[src/rtl/jk_seq_driver.sv]
// jk_seq_driver: serialises a WIDTH-bit target pattern onto the j/k inputs of a
// downstream JK flop, LSB first, and checks the flop's q (q_fb) against the
// target two edges later. Mismatches set a sticky err flag.
module jk_seq_driver #(
  parameter int WIDTH      = 8,
  parameter bit USE_TOGGLE = 1'b0
) (
  input  logic             clk,
  input  logic             rst,
  input  logic             load_valid,
  output logic             load_ready,
  input  logic [WIDTH-1:0] pattern,
  input  logic             q_fb,
  output logic             j,
  output logic             k,
  output logic             busy,
  output logic             done,
  output logic             err,
  input  logic             err_clr
);

  localparam int CW = $clog2(WIDTH + 1);

  typedef enum logic [1:0] {IDLE, RUN, CHECK} state_t;

  state_t           state;
  logic [CW-1:0]    cnt;
  logic [WIDTH-1:0] shreg;
  logic             q_model;
  logic             exp_b, exp_v;
  logic             exp2, exp2_v;

  logic             t_bit;
  logic             drive;
  logic             j_nx, k_nx;
  logic             mismatch;

  assign load_ready = (state == IDLE);

  // Next target bit, whether this edge drives a bit, and its excitation.
  always_comb begin
    t_bit = shreg[0];
    drive = 1'b0;
    if (state == IDLE) begin
      t_bit = pattern[0];
      drive = load_valid;
    end else if (state == RUN) begin
      drive = (cnt != CW'(WIDTH));
    end
    if (USE_TOGGLE) begin
      j_nx = (q_model != t_bit);
      k_nx = (q_model != t_bit);
    end else begin
      j_nx = ~q_model & t_bit;
      k_nx = q_model & ~t_bit;
    end
    mismatch = exp2_v && (q_fb != exp2);
  end

  // Sequencer, excitation outputs and the two-stage check pipeline.
  always_ff @(posedge clk or negedge rst) begin
    if (!rst) begin
      state   <= IDLE;
      cnt     <= '0;
      shreg   <= '0;
      q_model <= 1'b0;
      exp_b   <= 1'b0;
      exp_v   <= 1'b0;
      exp2    <= 1'b0;
      exp2_v  <= 1'b0;
      j       <= 1'b0;
      k       <= 1'b0;
      busy    <= 1'b0;
      done    <= 1'b0;
      err     <= 1'b0;
    end else begin
      // exp2 lines up with q_fb: one edge for flop capture, one for feedback
      exp2   <= exp_b;
      exp2_v <= exp_v;
      // a new mismatch beats a simultaneous clear
      if (mismatch)     err <= 1'b1;
      else if (err_clr) err <= 1'b0;
      done  <= 1'b0;
      j     <= 1'b0;
      k     <= 1'b0;
      exp_v <= 1'b0;
      if (drive) begin
        j       <= j_nx;
        k       <= k_nx;
        q_model <= t_bit;
        exp_b   <= t_bit;
        exp_v   <= 1'b1;
      end
      case (state)
        IDLE: begin
          if (load_valid) begin
            shreg <= pattern >> 1;
            cnt   <= CW'(1);
            busy  <= 1'b1;
            state <= RUN;
          end else begin
            // track the real flop so the first bit excites from its true q
            q_model <= q_fb;
          end
        end
        RUN: begin
          if (cnt == CW'(WIDTH)) begin
            state <= CHECK;
          end else begin
            shreg <= shreg >> 1;
            cnt   <= cnt + CW'(1);
          end
        end
        CHECK: begin
          state <= IDLE;
          busy  <= 1'b0;
          done  <= 1'b1;
        end
        default: state <= IDLE;
      endcase
    end
  end

endmodule
[config.mk]
export PLATFORM = sky130hd
export DESIGN_NAME = jk_seq_driver
export DESIGN_NICKNAME = d
export VERILOG_FILES = /design/src/rtl/jk_seq_driver.sv
export SDC_FILE = /design/constraint.sdc
export NUM_CORES = 1
export LEC_CHECK = 0
export ABC_AREA = 1
export BUFFER_PORTS_ARGS = -buffer_cell sky130_fd_sc_hd__buf_2
export CAP_MARGIN = 20
export CORE_ASPECT_RATIO = 1.1
export CORE_MARGIN = 8
export CORE_UTILIZATION = 52
export DETAILED_ROUTE_END_ITERATION = 16
export GPL_ROUTABILITY_DRIVEN = 0
export PLACE_DENSITY = 0.75
export SYNTH_ARGS = -nofsm -noshare
export SYNTH_HDL_FRONTEND = slang
export SYNTH_SLANG_ARGS = --single-unit
[constraint.sdc]
create_clock -name clk -period 1.5 [get_ports clk]
set_clock_uncertainty 0.1 [all_clocks]
set_input_delay 0.225 -clock clk [delete_from_list [all_inputs] [get_ports clk]]
set_output_delay 0.225 -clock clk [all_outputs]
set_load 0.02 [all_outputs]
Word-level counts from Yosys, hierarchy flattened
Cells that the tools add are included.
- output and inout port bits: 6
- flip-flop bits (word level): 24
- reduce and logical (&&, ||, !) cells: 8
- bitwise logic cells: 4
- $add $sub $neg: 1
- equality and inequality tests: 8
- multiplexer cells: 23
- operators with widths (operator ; count):
    two-way mux 8 bit ; 2
    one-hot mux 8 bit (2 select lines) ; 1
    two-way mux 1 bit ; 13
    two-way mux 4 bit ; 2
    one-hot mux 4 bit (2 select lines) ; 1
    nonzero test 2 bit ; 3
    adder 4 x 1 -> 4 bit, second input constant ; 1
    equality test 4 bit, second input constant ; 1
    two-way mux 2 bit ; 2
    inequality test 2 bit, second input constant ; 2
    inequality test 4 bit, second input constant ; 1
    one-hot mux 2 bit (2 select lines) ; 1
    AND reduction 2 bit ; 2
    AND reduction 3 bit ; 1
    AND 1 bit ; 2
    equality test 2 x 1 -> 1 bit, second input constant ; 1
    equality test 2 bit, second input constant ; 1
    logical NOT 2 bit ; 1
    inequality test 2 x 1 -> 1 bit, second input constant ; 1
    NOT 1 bit ; 2
    one-hot mux 1 bit (2 select lines) ; 1
    logical AND 1 bit ; 1
    inequality test 1 bit ; 1

Depth between registers and ports, before layout
Gate-level depths: netlist of the first run.
- word-level depth: 6
- depth in mapped cells: 10

Worst setup path before layout of the first run
OpenSTA, ideal clock, no wires.
- kind: flip-flop to flip-flop
- from: register state[1]
- to: register q_model
- setup time: 0.113 ns
- data required time: 1.287 ns
- setup slack: 0.037 ns
- period minus slack after synthesis: 1.463 ns
- arrival time: 1.250 ns
- cell stages (with the launch flop): 6
- cells stage by stage: dfrtp_1 nor2_2 nand2_1 or2_2 nand2_1 inv_1
- RTL lines (what ; line ; RTL):
    start: declaration ; 26 ; state_t state;
    start signal: assignment ; 63 ; state <= IDLE;
    start signal: assignment ; 100 ; state <= RUN;
    start signal: assignment ; 108 ; state <= CHECK;
    logical NOT 2 bit (*) ; n/a ;
    via load_ready ; 11 ; output logic load_ready,
    two-way mux 1 bit ; 44 ; if (state == IDLE) begin
    two-way mux 1 bit ; 87 ; if (drive) begin
    two-way mux 1 bit ; 96 ; if (load_valid) begin
    two-way mux 1 bit (*) ; 94 ; case (state)
    end signal: assignment ; 90 ; q_model <= t_bit;
    end signal: assignment ; 103 ; q_model <= q_fb;
    end: declaration ; 29 ; logic q_model;
The timed path passes the listed nets; every way through them passes the cells marked *.
A chain may end at the register's enable or synchronous reset.

Final worst setup path of the first run
- from: register cnt[0]
- to: register q_model
- longest elaborated chain between the ends: 6
- ends and longest elaborated chain (what ; line ; RTL):
    start: declaration ; 27 ; logic [CW-1:0] cnt;
    start signal: assignment ; 111 ; cnt <= cnt + CW'(1);
    inequality test 4 bit (*) ; 48 ; drive = (cnt != CW'(WIDTH));
    two-way mux 1 bit (*) ; 47 ; end else if (state == RUN) begin
    two-way mux 1 bit (*) ; 44 ;
    two-way mux 1 bit (*) ; 87 ;
    two-way mux 1 bit ; 96 ;
    two-way mux 1 bit (*) ; 94 ;
Every way passes the cells marked *; elsewhere a longest branch is shown, timed or not.

==> implementation parameters, run 1 <==
Parameter                              Value

Floorplan
  Number of standard-cell rows in the floorplan ... 16
  Area of the die ... roughly 3600 sq um
  Initial standard-cell utilization of the core ... 56.3%
  Floorplan die height ... about 62 microns
  Horizontal extent of the die ... 58.1 microns
  Core region area ... approximately 1800 sq um
  Boundary Pins ... 19

Yosys
  Yosys top cell area share ... 56.8%
  Syn nets ... 120
  Biggest area contributors in the synthesized netlist ... dfrtp_1 (57%), o21ai_0 (6.4%), inv_1 (6.3%), nand2_1 (5.6%), o211ai_1 (4.4%)
  Post-Syn Instances ... 105
  Dominant cell type by area after synthesis ... dfrtp_1
  Mean area per synthesized cell ... 9.65 sq um
  Area of the mapped netlist ... 1010 sq um
  Number of different library cells in the post-synthesis netlist ... 20
  Warnings, synthesis ... 0
  Synth Register Bits ... 23
  Fraction of the yosys area taken by sequential cells ... 56.8%

Final layout
  Area occupied by multi-input gates ... roughly 380 sq um
  Area taken by flip-flops and latches ... 576 sq um
  Post-route insts no fill ... 151
  Fill count ... 150
  Synthesis-to-layout area growth ... 21.0%
  Fraction of final layout cells sized beyond drive strength 1 ... 30.8%
  Most common library cell in the layout ignoring fill and taps ... dfrtp_1
  Final nets ... 149
  Final antenna diode count ... 0
  Finished Core Util ... 68.1%
  Commonest non-fill, non-tap cells in the layout ... dfrtp_1 (23), buf_2 (18), inv_1 (15), nand2_1 (15), o21ai_0 (10)

Setup path
  Cell chain of the critical path ... inv_2, ha_1, nand3_2, nand2_4, nand2_8, nand2_4, nand3_2, nand2_1, inv_1
  Crit Path Category ... reg -> reg
  Highest net fanout along the worst path ... 10
  Worst Path Arrival ... 1.56 ns
  Required time worst endpoint ... approximately 1.6 ns
  Critical path endpoint category ... flop
  Worst setup SP type ... flop
  Slowest stage cell, crit path ... dfrtp_1
  Critical path's largest stage delay ... ~0.43 ns

Route
  Via/cell ratio ... roughly 5.3
  Detailed-route wire length per cell ... 13.5 microns
  Aggregate routed wire length ... 2030 microns
  Via Count ... about 800
  Drc violations ... 0
  Final antenna-violating net count ... 0
  Iteration count of the initial detailed-routing pass ... 4
  Initial drt markers ... 13

Global routing
  All-layer global routing usage ... 11.7%
  Via count of the first global-routing pass ... between 700 and 800
  Maximum number of pins on one net before global-route repair ... 24
  First-pass GRT wire length ... about 3400 microns
  Antenna violations before repair ... 0
  Total global routing overflow ... 0

Pwr
  Worst voltage drop across the vdd grid ... 1.27 mV
  Leakage power summed over all cells ... ~0.00066 uW
  Ratio of total power to cell area ... around 2100 nW/um^2

Clock network
  Number of sinks on the clock net ... 23
  Root Buffer ... clkbuf_4
  Clock Pin Slew Worst Setup and Hold Paths ... 0.13 ns
  H-tree level count ... 1
  Latest clock arrival within the worst-skew pair ... roughly 0.3 ns
  TritonCTS clock tree ... done
  Num CTS Buffers ... 3
  Maximum clock path buffer count ... 2

STA
  Count of endpoints failing hold in the final timing report ... 0
  Slew Limit Fails ... 0
  Slew at the pin with the worst max-slew slack ... 0.499 ns
  Worst hold-check slack ... 0.0657 ns
  Final Critical Period ... 1.44 ns
  Worst slew slack as a fraction of its limit ... 66.7%
  Fin Setup TNS ... 0 ns
  Peak clock frequency supported by timing ... 695 MHz
  Finish-stage setup viols ... 0
  Fraction of the cycle the final worst path needs ... 95.9%

Place
  Total placed cells including tap cells ... 139
  I/O Buffers ... 18
  Dpl hpwl ... 1410 microns

Hold path
  Worst Hold Class ... in -> reg

Outcome
  Status ... completed

Run
  Max capacitance violation total ... 0
[critical path, delay by kind of cell (launching register included)]
kind,cells,cell delay (ns)
adder cells (fa/ha/maj),1,0.17
flip-flops,1,0.43
buffers and inverters,2,0.11
AND/OR/NAND/NOR,6,0.53
[synth_stat cells]
cell / instances
a21oi_1: 2
buf_2: 1
buf_4: 1
buf_8: 1
dfrtp_1: 23
ha_1: 2
inv_1: 17
inv_2: 1
nand2_1: 15
nand2_2: 1
nand2_4: 3
nand3_1: 7
nand3_2: 1
nor2_1: 7
nor2_2: 1
nor2_4: 1
o211ai_1: 6
o21ai_0: 13
o22ai_1: 1
or2_2: 1
[final cells by class]
class | count | area share, %
multi-input cells | 62 | 30.8
inverters | 18 | 5.51
repair buffers | 26 | 12.7
clock inverters | 1 | 0.408
clock buffers | 3 | 1.84
well taps | 18 | 1.84
flip-flops and latches | 23 | 46.9
[flip-flops by register name, indices dropped and copies added, names as in the netlist]
register / count
busy: 1
cnt: 4
done: 1
err: 1
exp2: 1
exp2_v: 1
exp_b: 1
exp_v: 1
j: 1
k: 1
q_model: 1
shreg: 7
state: 2
[logic make-up after synthesis]
| group | after synthesis | synth area share [%] |
|---|---|---|
| adders and majority gates | 2 | 2.47 |
| DFF | 23 | 56.8 |
| and+or+nand+nor | 37 | 18.9 |
| AOI/OAI and AO/OA | 22 | 12.5 |
| buffers and inverters | 21 | 9.38 |
[through the flow]
step / setup slack (ns) / cell area [sq um] / power (uW)
final: 0.0616 / 1230 / 2570
after CTS: 0.000498 / 1170 / 2420
after global placement: 0.0561 / 1110 / 2020
after global routing: -0.0744 / 1230 / 2830
after floorplan: 0.0373 / 1010 / 1870
after detailed placement: 0.0107 / 1110 / 2080
[path summary, 6_finish.rpt]
| path | cells past startpoint | slack (ns) | start | endpoint |
|---|---|---|---|---|
| max in group asynchronous | 2 | 0.66 | rst | shreg[0]$_DFFE_PN0P_ |
| max reg2reg | 9 | 0.06 | cnt[0]$_DFFE_PN0P_ | q_model$_DFF_PN0_ |
| max | 9 | 0.06 | cnt[0]$_DFFE_PN0P_ | q_model$_DFF_PN0_ |
| min | 3 | 0.07 | pattern[7] | shreg[6]$_DFFE_PN0P_ |
| min in group asynchronous | 2 | 0.30 | rst | exp_b$_DFFE_PN0P_ |
| min reg2reg | 0 | 0.26 | exp_v$_DFF_PN0_ | exp2_v$_DFF_PN0_ |
[per-layer routing]
layer | global-route usage [%] | wire length, microns
met1 | 13.4 | 833
met2 | 19.0 | 1040
met3 | 4.32 | 143
met4 | 4.60 | 14
met5 | 0 | 0
[repair_timing]
action | in CTS | in global routing
endpoints found under the setup margin | 3 | 12
resized for setup | 2 | 7
pin swaps | 1 | 4
gates cloned | 0 | 1
hold buffers | 2 | 0
setup buffers | 1 | 5
endpoints found under the hold margin | 24 | 0
[report_power, final]
group	internal [uW]	switching, uW
Combinational	498	765
Clock	99.4	180
Sequential	887	140
Note: power is estimated with default switching activity, not from simulation.
==> inputs of run 2 (changes only) <==
==> config.mk (replaced) <==
export PLATFORM = sky130hd
export DESIGN_NAME = jk_seq_driver
export DESIGN_NICKNAME = d
export VERILOG_FILES = /design/src/rtl/jk_seq_driver.sv
export SDC_FILE = /design/constraint.sdc
export NUM_CORES = 1
export LEC_CHECK = 0
export ABC_AREA = 1
export CAP_MARGIN = 20
export CORE_ASPECT_RATIO = 1.1
export CORE_MARGIN = 8
export CORE_UTILIZATION = 55
export DETAILED_ROUTE_END_ITERATION = 16
export DONT_BUFFER_PORTS = 1
export GPL_ROUTABILITY_DRIVEN = 0
export PLACE_DENSITY = 0.7
export SKIP_LAST_GASP = 1
export SYNTH_ARGS = -nofsm -noshare
export SYNTH_HDL_FRONTEND = slang
export SYNTH_SLANG_ARGS = --single-unit
==> run 2 against run 1 <==
Setup slack worse by 0.013 ns. Routed wire length is 6.3% lower. Hold slack better by 0.021 ns. Die area is 4.0% lower. Fmax is 0.86% lower. Clock power hardly changed. Non-clock buffer count is 4 lower. Register-to-register slack hardly changed. Combinational power is 8% lower. Total power is 2.2% lower. Critical endpoint is now load_ready. Largest cell class unchanged. Largest power group unchanged. Highest routed layer unchanged.
==> implementation parameters, run 2 (synthesis results as in run 1) <==
Parameter                              Value

Place
  I/O Buffers ... 0 (-18)
  Dpl hpwl ... 1260 microns (-11%)
  Worst-case setup slack after placement ... -0.0130 ns (-0.0237 ns)
  Total placed cells including tap cells ... 122 (-12%)

Final layout
  Registers with the most flip-flops ... shreg x7, cnt x4, state x2
  Most common library cell in the layout ignoring fill and taps ... dfrtp_1
  Final nets ... 144 (-3.4%)
  Commonest non-fill, non-tap cells in the layout ... dfrtp_1 (23), inv_1 (17), nand2_1 (15)
  Largest register by flop count ... shreg
  Synthesis-to-layout area growth ... 24.6%
  Final antenna diode count ... 0 (unchanged)
  Fraction of final layout cells sized beyond drive strength 1 ... 18.8% (-12 points)
  Flip-flop count of the largest register after layout ... 7 (unchanged)
  Post-route insts no fill ... 146 (-3.3%)

Route
  Initial drt markers ... 30 (+17)
  Via Count ... 753 (-5.8%)
  Final antenna-violating net count ... 0 (unchanged)
  Drc violations ... 0 (unchanged)
  Iteration count of the initial detailed-routing pass ... 4 (unchanged)
  Aggregate routed wire length ... 1910 microns (-6.3%)
  Detailed-route wire length per cell ... 13.1 microns (-3.1%)
  Via/cell ratio ... 5.16 (-2.5%)

Clock network
  Clock Pin Slew Worst Setup and Hold Paths ... 0.12 ns (about the same)
  Latest clock arrival within the worst-skew pair ... 0.31 ns (about the same)
  H-tree level count ... 1 (unchanged)
  Number of sinks on the clock net ... 23 (unchanged)
  Root Buffer ... clkbuf_4
  TritonCTS clock tree ... done
  Maximum clock path buffer count ... 2 (unchanged)
  Num CTS Buffers ... 3 (unchanged)

Pwr
  Clock power share ... 11.2% (+0.3 points)
  Leakage power summed over all cells ... 0.000643 uW (-2.0%)
  Ratio of total power to cell area ... 1990 nW/um^2 (-5.1%)
  Worst voltage drop across the vdd grid ... 0.961 mV (-24%)
  Net switching power figure ... 1030 uW (-5.5%)
  Net Sw Frac ... 40.9% (-1.4 points)
  Seq pwr share ... 42.7% (+2.7 points)
  Design internal power ... 1490 uW (+0.10%)
  Combinational fraction of design power ... 46.1% (-3.0 points)

Global routing
  Via count of the first global-routing pass ... 747 (-6.2%)
  All-layer global routing usage ... 11.6% (-0.097 points)
  First-pass GRT wire length ... 3180 microns (-6.5%)
  Antenna violations before repair ... 0 (unchanged)
  Maximum number of pins on one net before global-route repair ... 24 (unchanged)
  Total global routing overflow ... 0 (unchanged)

Floorplan
  Horizontal extent of the die ... 56.9 microns (-2.0%)
  Initial standard-cell utilization of the core ... 57.5% (+1.3 points)
  Area of the die ... 3470 sq um (-4.0%)
  Boundary Pins ... 19 (unchanged)
  Number of standard-cell rows in the floorplan ... 16 (unchanged)
  Floorplan die height ... 61.0 microns (-2.1%)
  Core region area ... 1760 sq um (-2.2%)

Hold path
  Worst Hold Class ... in -> reg

Outcome
  Status ... completed

STA
  Finish-stage setup viols ... 0 (unchanged)
  Worst slew slack as a fraction of its limit ... 65.6% (-1.1 points)
  Peak clock frequency supported by timing ... 689 MHz (-0.86%)
  Slew Limit Fails ... 0 (unchanged)
  Slew at the pin with the worst max-slew slack ... 0.514 ns (+0.0155 ns)
  Fraction of the cycle the final worst path needs ... 96.7% (+0.83 points)
  Setup ws final ... 0.0491 ns (-0.0125 ns)
  Count of endpoints failing hold in the final timing report ... 0 (unchanged)
  Final Critical Period ... 1.45 ns (+0.0125 ns)

Setup path
  Critical path endpoint category ... output port
  Worst Path Arrival ... 1.13 ns (-0.43 ns)
  Highest net fanout along the worst path ... 4 (-6)
  Worst setup SP type ... flop
  Crit Path Category ... reg -> out
  Required time worst endpoint ... 1.17 ns (-0.45 ns)

Run
  Max capacitance violation total ... 0 (unchanged)
run 2: cell count changes in the layout (fill, tap and decap cells not counted), moves of 2 or more:
cell           previous run  this run
inv_2                     3         1
o21ai_0                  10        12
dlygate4sd3_1             2        12
buf_4                     6         9
inv_1                    15        17
o21ai_1                   3         1
buf_2                    18         0
run 2: area by class of cell:
cell class	count	area (sq um)
clock buffer	3	22.5
sequential	23	576
multi-input combinational	61	367
inverter	18	67.6
tap	18	22.5
timing repair buffer	22	203
clock inverter	1	5.00
fill	138	499
run 2: per-layer routing:
metal / routed length, microns / GRT usage, % / up-vias
li1: - / - / 382
met3: 101 / 2.89 / 3
met5: 0 / 0 / -
met4: 27 / 6.04 / 0
met2: 925 / 19.5 / 17
met1: 851 / 13.5 / 351
run 2: worst paths after layout:
| path | cells past startpoint | slack, ns | from | to |
|---|---|---|---|---|
| setup / recovery | 2 | 0.05 | state[1]$_DFFE_PN0P_ | load_ready |
| setup reg to reg | 7 | 0.06 | state[1]$_DFFE_PN0P_ | q_model$_DFF_PN0_ |
| min in group asynchronous | 1 | 0.21 | rst | j$_DFF_PN0_ |
| hold / removal | 5 | 0.09 | load_valid | q_model$_DFF_PN0_ |
| max in group asynchronous | 2 | 0.64 | rst | shreg[0]$_DFFE_PN0P_ |
| hold reg to reg | 0 | 0.26 | exp_v$_DFF_PN0_ | exp2_v$_DFF_PN0_ |
run 2: power groups by stage:
stage          logic, uW  registers, uW  clock network, uW
2_1_floorplan        814           1050                  0
6_report            1160           1070                282
3_3_place_gp         878           1080                  0
4_1_cts             1050           1080                297
3_5_place_dp         912           1090                  0
5_1_grt             1330           1110                316
run 2: critical path, stage by stage (launching register included):
cell	delay (ns)
dfrtp_1	0.47
nor2_4	0.18
buf_4	0.17
run 2: what timing repair did:
action                                  in CTS  in global routing
hold endpoints to repair                    33                  0
setup buffers                                2                  5
gates resized for setup                      2                  3
hold buffers                                12                  0
pin swaps                                    1                  3
endpoints found under the setup margin       4                 13
run 2: per-stage QoR:
step	hold WS [ns]	util [%]	total power (uW)	cell area (sq um)	TNS (ns)
2_1_floorplan	-0.171	-	1870	1010	0
3_3_place_gp	-0.170	58.1	1960	1020	0
3_5_place_dp	-0.170	58.1	2000	1020	-0.0130
4_1_cts	0.0698	68.1	2420	1200	0
5_1_grt	0.106	71.7	2750	1260	-0.0631
6_report	0.0871	71.7	2510	1260	0
==> inputs of run 3 (changes only) <==
--- a/config.mk
+++ b/config.mk
@@ -14,6 +14,7 @@
 export DONT_BUFFER_PORTS = 1
 export GPL_ROUTABILITY_DRIVEN = 0
 export PLACE_DENSITY = 0.7
+export SETUP_SLACK_MARGIN = 0.5
 export SKIP_LAST_GASP = 1
 export SYNTH_ARGS = -nofsm -noshare
 export SYNTH_HDL_FRONTEND = slang
==> run 3 against run 2 <==
Die area is the same. Largest cell class unchanged. Via count grew 15%. Sequential power is essentially flat.
==> implementation parameters, run 3 (synthesis results as in run 1) <==
Parameter                              Value

Final layout
  Fraction of final layout cells sized beyond drive strength 1 ... 40.3% (+22 points)
  Commonest non-fill, non-tap cells in the layout ... dfrtp_1 (20), inv_1 (15), nand2_1 (12)
  Most common library cell in the layout ignoring fill and taps ... dfrtp_1
  Registers with the most flip-flops ... shreg x7, cnt x4, state x2
  Post-route insts no fill ... 157 (+7.5%)
  Synthesis-to-layout area growth ... 51.9%
  Largest register by flop count ... shreg
  Final nets ... 155 (+7.6%)
  Finished Core Util ... 87.4% (+16 points)
  Final antenna diode count ... 0 (unchanged)
  Flip-flop count of the largest register after layout ... 7 (unchanged)

Pwr
  Leakage power summed over all cells ... 0.000714 uW (+11%)
  Ratio of total power to cell area ... 2190 nW/um^2 (+10%)
  Net Sw Frac ... 43.6% (+2.7 points)
  Clock power share ... 8.4% (-2.8 points)
  Design internal power ... 1900 uW (+28%)
  Worst voltage drop across the vdd grid ... 1.43 mV (+49%)
  Net switching power figure ... 1470 uW (+43%)
  Post-layout power ... 3370 uW (+34%)
  Combinational fraction of design power ... 59.0% (+13 points)
  Seq pwr share ... 32.7% (-10 points)

STA
  Finish-stage setup viols ... 0 (unchanged)
  Fraction of the cycle the final worst path needs ... 94.2% (-2.5 points)
  Slew Limit Fails ... 0 (unchanged)
  Setup repair after global routing missed its margin ... true
  Slew at the pin with the worst max-slew slack ... 0.262 ns (-0.252 ns)
  Peak clock frequency supported by timing ... 707 MHz (+2.6%)
  Final Critical Period ... 1.41 ns (-0.0372 ns)
  Worst slew slack as a fraction of its limit ... 82.5% (+17 points)
  Worst hold-check slack ... 0.0334 ns (-0.0537 ns)
  Count of endpoints failing hold in the final timing report ... 0 (unchanged)
  Fin Setup TNS ... 0 ns (unchanged)

Floorplan
  Core region area ... 1760 sq um (unchanged)
  Floorplan die height ... 61.0 microns (unchanged)
  Boundary Pins ... 19 (unchanged)
  Initial standard-cell utilization of the core ... 57.5% (unchanged)
  Area of the die ... 3470 sq um (unchanged)
  Number of standard-cell rows in the floorplan ... 16 (unchanged)
  Horizontal extent of the die ... 56.9 microns (unchanged)

Outcome
  Status ... completed

Place
  Dpl hpwl ... 1220 microns (-2.9%)
  Total placed cells including tap cells ... 123 (+0.82%)
  I/O Buffers ... 0 (unchanged)

Clock network
  TritonCTS clock tree ... done
  Number of sinks on the clock net ... 23 (unchanged)
  Num CTS Buffers ... 3 (unchanged)
  H-tree level count ... 1 (unchanged)
  Clock Pin Slew Worst Setup and Hold Paths ... 0.11 ns (about the same)
  Maximum clock path buffer count ... 2 (unchanged)
  Latest clock arrival within the worst-skew pair ... 0.31 ns (about the same)
  Root Buffer ... clkbuf_4

Setup path
  Highest net fanout along the worst path ... 8 (+4)
  Top cell family by delay on the critical path ... simple AND/OR/NAND/NOR gates
  Critical path's largest stage delay ... 0.41 ns (-0.06 ns)
  Crit path buf inv count ... 2 (+1)
  Worst Path Arrival ... 1.53 ns (+0.40 ns)
  Crit Path Category ... reg -> reg
  Required time worst endpoint ... 1.61 ns (+0.44 ns)
  Slowest stage cell, crit path ... dfrtp_1
  Critical path endpoint category ... flop
  Cell chain of the critical path ... inv_2, ha_4, nand3_4, nand2_8, nand2_8, nand2_4, nand3_2, nand2_1, inv_1
  Worst setup SP type ... flop
  Most frequent cell on the critical path ... nand2_8

Route
  Iteration count of the initial detailed-routing pass ... 4 (unchanged)
  Aggregate routed wire length ... 2650 microns (+39%)
  Via/cell ratio ... 5.54 (+7.3%)
  Final antenna-violating net count ... 0 (unchanged)
  Via Count ... 869 (+15%)
  Drc violations ... 0 (unchanged)
  Detailed-route wire length per cell ... 16.9 microns (+29%)
  Initial drt markers ... 27 (-10%)

Global routing
  Via count of the first global-routing pass ... 809 (+8.3%)
  Total global routing overflow ... 0 (unchanged)
  Maximum number of pins on one net before global-route repair ... 24 (unchanged)
  All-layer global routing usage ... 13.9% (+2.3 points)
  First-pass GRT wire length ... 3760 microns (+18%)
  Antenna violations before repair ... 0 (unchanged)

Hold path
  Worst Hold Class ... in -> reg

Run
  Max capacitance violation total ... 0 (unchanged)
-- run 3: per-stage QoR --
| step | setup slack (ns) | instance area (sq um) |
|---|---|---|
| 2_1_floorplan | 0.160 | 1050 |
| 3_3_place_gp | 0.144 | 1070 |
| 3_5_place_dp | 0.0909 | 1070 |
| 4_1_cts | 0.126 | 1410 |
| 5_1_grt | 0.0411 | 1540 |
| 6_report | 0.0863 | 1540 |
-- run 3: power groups by stage --
stage          clock, uW  sequential [uW]  combinational [uW]
5_1_grt              307             1120                2170
3_3_place_gp           0             1100                1030
3_5_place_dp           0             1100                1060
4_1_cts              286             1080                1640
2_1_floorplan          0             1070                 929
6_report             281             1100                1990
-- run 3: final timing paths --
path	start	end	slack, ns	depth (start not counted)
hold / removal	q_fb	q_model$_DFF_PN0_	0.03	3
setup reg to reg	cnt[1]$_DFFE_PN0P_	q_model$_DFF_PN0_	0.09	9
hold reg to reg	exp_v$_DFF_PN0_	exp2_v$_DFF_PN0_	0.26	0
min in group asynchronous	rst	shreg[0]$_DFFE_PN0P_	0.06	1
max in group asynchronous	rst	state[1]$_DFFE_PN0P_	0.84	2
setup / recovery	cnt[1]$_DFFE_PN0P_	q_model$_DFF_PN0_	0.09	9
-- run 3: per-layer routing --
layer	share of wire [%]	global-route usage (%)
met4	2.3	8.05
met5	0	0
met2	52	24.0
met3	6.8	3.09
met1	39	15.5
-- run 3: worst min-delay path: stages --
cell and delay [ns]:
or2_2 0.08, nand2_1 0.05, inv_1 0.06
-- run 3: final cells by class --
class / count / area [sq um]
Timing Repair Buffer: 29 / 305
Fill cell: 79 / 223
Tap cell: 18 / 22.5
Inverter: 18 / 67.6
Clock buffer: 4 / 26.3
Sequential cell: 23 / 579
Multi-Input combinational cell: 65 / 538
-- run 3: what timing repair did --
item | 4_1_cts | 5_1_grt
cloned | 5 | 0
hold buffers | 11 | 0
resized for setup | 24 | 11
setup endpoints to repair | 25 | 25
buffers inserted | 8 | 5
pin swaps | 7 | 11
hold endpoints to repair | 32 | 0
